===== src/rtl/store_queue.sv =====
// Store queue: holds dispatched stores in order and retires committed, resolved ones to data memory.
// Latency: a head entry that is valid, ready and committed appears on store_wb at the next edge; one drain per cycle.
// Backpressure: alloc_ready drops when all DEPTH entries are occupied; allocs offered while full are dropped.
module store_queue #(
    parameter int DEPTH = 8,
    parameter int TAG_W = 5
) (
    input  logic                     clk,
    input  logic                     reset,
    input  logic                     alloc_valid,
    input  logic [TAG_W-1:0]         alloc_tag,
    input  logic                     alloc_sh,
    output logic                     alloc_ready,
    input  logic                     exec_valid,
    input  logic [TAG_W-1:0]         exec_tag,
    input  logic [31:0]              exec_addr,
    input  logic [31:0]              exec_data,
    input  logic                     commit_valid,
    input  logic [TAG_W-1:0]         commit_tag,
    input  logic                     flush,
    input  logic [31:0]              load_addr,
    output logic                     load_block,
    output logic                     store_wb,
    output logic [31:0]              wb_addr,
    output logic [31:0]              wb_data,
    output logic                     wb_sh,
    output logic [TAG_W-1:0]         wb_tag,
    output logic [$clog2(DEPTH):0]   count
);

    localparam int PW = $clog2(DEPTH);
    localparam int CW = PW + 1;

    logic [DEPTH-1:0] vld_q, vld_d, rdy_q, rdy_d, cmt_q, cmt_d, sh_q, sh_d;
    logic [TAG_W-1:0] tag_q  [DEPTH];
    logic [TAG_W-1:0] tag_d  [DEPTH];
    logic [31:0]      addr_q [DEPTH];
    logic [31:0]      addr_d [DEPTH];
    logic [31:0]      data_q [DEPTH];
    logic [31:0]      data_d [DEPTH];
    logic [PW-1:0]    head_q, head_d, tail_q, tail_d;
    logic [CW-1:0]    count_q, count_d, ncmt;

    logic             store_wb_q, wb_sh_q;
    logic [31:0]      wb_addr_q, wb_data_q;
    logic [TAG_W-1:0] wb_tag_q;

    logic drain, do_alloc;

    assign alloc_ready = (count_q != CW'(DEPTH));
    assign do_alloc    = alloc_valid & alloc_ready;
    assign drain       = vld_q[head_q] & rdy_q[head_q] & cmt_q[head_q];

    assign store_wb = store_wb_q;
    assign wb_addr  = wb_addr_q;
    assign wb_data  = wb_data_q;
    assign wb_sh    = wb_sh_q;
    assign wb_tag   = wb_tag_q;
    assign count    = count_q;

    // Next-state for entries and pointers; flush overrides alloc/exec/commit, drain always applies last.
    always_comb begin
        vld_d   = vld_q;
        rdy_d   = rdy_q;
        cmt_d   = cmt_q;
        sh_d    = sh_q;
        tag_d   = tag_q;
        addr_d  = addr_q;
        data_d  = data_q;
        head_d  = head_q;
        tail_d  = tail_q;
        count_d = count_q;
        ncmt    = '0;
        for (int i = 0; i < DEPTH; i++) begin
            ncmt = ncmt + CW'(vld_q[i] & cmt_q[i]);
        end
        if (flush) begin
            for (int i = 0; i < DEPTH; i++) begin
                if (!cmt_q[i]) begin
                    vld_d[i] = 1'b0;
                    rdy_d[i] = 1'b0;
                end
            end
            // Committed entries sit contiguously from head, so the surviving run ends here.
            tail_d  = head_q + ncmt[PW-1:0];
            count_d = ncmt - CW'(drain);
        end else begin
            for (int i = 0; i < DEPTH; i++) begin
                if (exec_valid && vld_q[i] && tag_q[i] == exec_tag) begin
                    addr_d[i] = exec_addr;
                    data_d[i] = exec_data;
                    rdy_d[i]  = 1'b1;
                end
                if (commit_valid && vld_q[i] && tag_q[i] == commit_tag) begin
                    cmt_d[i] = 1'b1;
                end
            end
            if (do_alloc) begin
                vld_d[tail_q] = 1'b1;
                rdy_d[tail_q] = 1'b0;
                cmt_d[tail_q] = 1'b0;
                sh_d[tail_q]  = alloc_sh;
                tag_d[tail_q] = alloc_tag;
                tail_d        = tail_q + PW'(1);
            end
            count_d = count_q + CW'(do_alloc) - CW'(drain);
        end
        if (drain) begin
            vld_d[head_q] = 1'b0;
            rdy_d[head_q] = 1'b0;
            cmt_d[head_q] = 1'b0;
            head_d        = head_q + PW'(1);
        end
    end

    // A load is held back by any unresolved store or by a resolved store to the same word.
    always_comb begin
        load_block = 1'b0;
        for (int i = 0; i < DEPTH; i++) begin
            if (vld_q[i] && (!rdy_q[i] || ((addr_q[i] ^ load_addr) & 32'hFFFF_FFFC) == 32'h0)) begin
                load_block = 1'b1;
            end
        end
    end

    // State registers; reset discards every pending store and any in-flight write.
    always_ff @(posedge clk or negedge reset) begin
        if (!reset) begin
            vld_q      <= '0;
            rdy_q      <= '0;
            cmt_q      <= '0;
            sh_q       <= '0;
            for (int i = 0; i < DEPTH; i++) begin
                tag_q[i]  <= '0;
                addr_q[i] <= '0;
                data_q[i] <= '0;
            end
            head_q     <= '0;
            tail_q     <= '0;
            count_q    <= '0;
            store_wb_q <= 1'b0;
            wb_addr_q  <= '0;
            wb_data_q  <= '0;
            wb_sh_q    <= 1'b0;
            wb_tag_q   <= '0;
        end else begin
            vld_q      <= vld_d;
            rdy_q      <= rdy_d;
            cmt_q      <= cmt_d;
            sh_q       <= sh_d;
            tag_q      <= tag_d;
            addr_q     <= addr_d;
            data_q     <= data_d;
            head_q     <= head_d;
            tail_q     <= tail_d;
            count_q    <= count_d;
            store_wb_q <= drain;
            if (drain) begin
                wb_addr_q <= addr_q[head_q];
                wb_data_q <= data_q[head_q];
                wb_sh_q   <= sh_q[head_q];
                wb_tag_q  <= tag_q[head_q];
            end
        end
    end

endmodule


===== config.mk =====
export PLATFORM = sky130hd
export DESIGN_NAME = store_queue
export DESIGN_NICKNAME = d
export VERILOG_FILES = /design/src/rtl/store_queue.sv
export SDC_FILE = /design/constraint.sdc
export NUM_CORES = 1
export LEC_CHECK = 0
export CORE_ASPECT_RATIO = 2
export CORE_MARGIN = 5
export CORE_UTILIZATION = 30
export DETAILED_ROUTE_END_ITERATION = 6
export PLACE_DENSITY = 0.47
export SYNTH_ARGS = -nofsm -noshare
export SYNTH_HDL_FRONTEND = slang
export SYNTH_SLANG_ARGS = --single-unit

===== constraint.sdc =====
create_clock -name clk -period 8.2 [get_ports clk]
set_clock_uncertainty 0.15 [all_clocks]
set_input_delay 1.23 -clock clk [delete_from_list [all_inputs] [get_ports clk]]
set_output_delay 1.23 -clock clk [all_outputs]
set_load 0.1 [all_outputs]

==> results.md <==
* Power share of the clock group at 40.3%
* DRC viols at 0
* Global-route layer with the greatest usage: met2
* Final setup fails at 0
* Hold-critical path endpoint: sh_q[1]$_DFFE_PN0P_
* Switching power at 2.33 mW
* Remaining Overflow, GRT at 0
* Deepest level of the CTS H-tree at 3
* Cell internal pwr at 5.87 mW
* Classification of the worst-slack hold path: reg -> reg
* Final Total Pwr at 8.20 mW
* Num Clock Sinks at 665
* Fraction of synthesis flops using an asynchronous set or reset pin at 100%
* Placement Rows at 174
* Via count of the first global-routing pass at 25,000
* Arrival @ worst endpoint at 4.42 ns
* Period utilization at 70.8%
* Count of cells along the worst hold path at 2
* # hold bufs at CTS at 0
* Outcome: finished, final reports clean
* Crit path kind: in -> out
* Max-Slew Margin vs Limit at 9.55%
* Initial core utilization at 30.1%
* Final #Nets at 3,069
* Synthesized area per cell at 11.9 um^2
* Family with the most delay on the worst path: simple AND/OR/NAND/NOR gates
* Number of synthesized flops with an enable pin at 0
* Final count of pins violating max slew at 0
* Buf+Inv Stages, Crit Path at 2
* Reg2Reg Launch Point: vld_q[0]$_DFF_PN0_
* Via count normalized by instance count at 5.12
* CTS Root Cell: clkbuf_16
* Worst-path cell with the longest stage delay: xnor2_1
* Worst-skew pair later-pin latency at 0.65 ns
* Post-detail-place hpwl at 83,900 um
* Power per Cell Area at 209 mW/mm^2
* Summed instance area of the synthesized netlist at 0.0337 mm^2
* Commonest cells in the netlist: dfrtp_1, mux2_2, nor2_1
* Proportion of total power due to net switching at 28.4%
* HP Start: sh_q[1]$_DFFE_PN0P_
* Worst setup EP type: output port
* Global-route usage over all layers at 20.5%
* Peak supply drop at 152 uV
* Most frequent cell on the critical path: nand4_1
* Met3 GRT Util at 3.07%
* Crit path cell chain: clkdlybuf4s50_1 -> xnor2_1 -> nand4_1 -> nor4_1 -> nand4_1 -> nand4_1 -> or3_1 -> buf_4
* RSZ-0062 raised after global routing: no
* Critical path's largest stage delay at 0.78 ns
* Depth of the worst register-to-register path at 14
* Core box area at 0.112 mm^2
* Synth cell types at 52
* RR Endpoint: tail_q[2]$_DFFE_PN0P_
* Setup TNS at 0 ns
* Seq/Total Area, Yosys at 49.4%
* Number of max-cap violations at 0
* X dimension of the die at 247 um
* Leakage power of the design at 17.5 nW
* Largest fanout of any net on the critical path at 8
* Dominant synthesized flop cell: dfrtp_1
* Post-detailed-route wirelength per cell at 27.6 um
* Warnings, synthesis at 0
* TritonRoute pass-1 iters at 5
* Largest net degree at the start of global routing at 167
* CTS tree: built
* Relative contribution of combinational cells to total power at 14.5%
* I/O pin count at 195
* First-pass GRT wire length at 179,000 um
* Hold Fails Final Rpt at 0
* Area Growth Syn to Fin at 16.6%
* Biggest area consumer among synthesized cells: dfrtp_1
* IO buf count at 192
* Cells after synthesis at 2,831
* GR met2 Demand/Resource at 37.4%
* Post-synthesis net count at 2,968
* Proportion of power drawn by flip-flops and latches at 45.2%
* Final antenna-violating net count at 0
* Portion of synthesized cell area occupied by the leading cell type at 49.4%
* Post-CTS Resized at 0
* Antenna violations before repair at 8
* Number of storage elements in the synthesis netlist at 665
* Slack of the worst reg-to-reg path at 3.87 ns
* Die Area at 0.120 mm^2
* Largest buffer count on any clock path at 3
* Number of CTS-inserted buffers at 71
* Setup Buffers After CTS at 0
* DR vias at 23,000
* Met1 track demand over resource in global routing at 21.7%
* Achievable clock frequency at 172 MHz
* Vert. Die Dim at 484 um
* Layout cells sized above 1 at 27.5%
* Crit path required time at 6.82 ns
* Transition time at the pin with the least slew margin at 1.35 ns
* Fin crit period at 5.80 ns
* Routed WL at 124,000 um
* Top-count cell post-synth: dfrtp_1
* Routability cong. at 0.944
* Post-CTS clock slew at the launch and capture registers of the worst setup and hold paths at 0.06 ns
* Crit path launch type: primary input
* Initial DRC Count at 1,357
* Biggest area contributors in the synthesized netlist: dfrtp_1, mux2_2, xnor2_1
## power by group through the flow
stage | clock network [mW] | logic, mW | registers [mW]
2_1_floorplan | 0 | 0.673 | 3.74
3_3_place_gp | 0 | 1.19 | 3.75
3_5_place_dp | 0 | 1.21 | 3.76
4_1_cts | 3.42 | 1.21 | 3.70
5_1_grt | 3.54 | 1.29 | 3.73
6_report | 3.30 | 1.19 | 3.71
## cell usage in the layout, fill, tap and decap left out, types with 3 or more instances in the layout
cell             count
inv_1               23
a21oi_1            130
clkbuf_1            12
clkdlybuf4s50_1    189
mux2i_1            144
and3_1               4
fa_1                 6
diode_2              4
clkbuf_8            10
nor2_1             280
ha_1                13
clkinv_2            17
nand3_1              7
dfrtp_4              3
dfrtp_1            662
nand2b_1             7
clkinvlp_4           4
o21ai_0              5
a22oi_1             67
buf_4               35
buf_12               5
bufinv_16            5
nand2_1             55
xor2_1             157
and2_1               5
nor3_1               8
a21oi_2             26
mux2_2             625
a211oi_1             5
nand4_1             58
inv_6                5
o22ai_1             73
clkbuf_16           73
nor4_1              48
a41oi_1              7
xnor2_1            174
## cells by family (layout without fill, tap and decap cells)
kind of cell / after synthesis / after routing / share of synthesized area, %
buffers and inverters: 226 / 379 / 3.05
AND/OR/NAND/NOR: 491 / 491 / 6.67
AO/OA/AOI/OAI: 328 / 328 / 6.21
multiplexers: 771 / 771 / 25.3
adder cells (fa/ha/maj): 19 / 19 / 0.839
XOR/XNOR: 331 / 331 / 8.60
other: 0 / 4 / 0
flip-flops: 665 / 665 / 49.4
## through the flow
stage	util, %	cell area (um^2)	cells	setup slack [ns]	hold slack [ns]
6_report	35.1	39300	4484	2.40	0.349
2_1_floorplan	-	33700	2831	3.84	0.296
4_1_cts	35.1	39300	4480	2.50	0.347
3_3_place_gp	33.0	37000	4355	2.44	0.316
3_5_place_dp	33.0	37000	4355	2.50	0.326
5_1_grt	35.1	39300	4481	2.32	0.362
## sequential cells by signal, indices dropped and copies added (netlist names), 4 cells and up
register and flops:
addr_q 256, cmt_q 8, count 4, data_q 256
rdy_q 8, sh_q 8, tag_q 40, vld_q 8
wb_addr 32, wb_data 32, wb_tag 5
## cell type report
type	instances	area, um^2
Clock inverter	30	304
Fill cell	11100	72800
Multi-Input combinational cell	1940	16100
Timing Repair Buffer	230	2270
Clock buffer	95	2010
Sequential cell	665	16700
Antenna cell	4	10.0
Inverter	24	91.3
Tap cell	1496	1870
## metal layers
metal  vias to the layer above  routed length [um]
met5                         -                  50
met4                         8                9030
met3                       255                4950
met2                       589               65800
met1                     11900               44000
li1                      10200                   -
## worst max-delay path by stage
stage                     cells after the start     startpoint  slack [ns]         end
after floorplan                               7  load_addr[20]        3.84  load_block
after global placement                        8  load_addr[10]        2.44  load_block
after detailed placement                      8  load_addr[10]        2.50  load_block
after CTS                                     8  load_addr[10]        2.50  load_block
after global routing                          8   load_addr[9]        2.32  load_block
final                                         8  load_addr[10]        2.40  load_block
## worst register-to-register path, stage by stage (launching register included)
cell,delay [ns]
dfrtp_1,0.50
and2_1,0.22
fa_1,0.53
inv_1,0.09
fa_1,0.51
fa_1,0.51
inv_1,0.04
ha_1,0.22
fa_1,0.54
inv_1,0.07
fa_1,0.38
xnor2_1,0.14
xnor2_1,0.14
nand2_1,0.07
o21ai_0,0.09
Power figures use the tool's default switching activity.
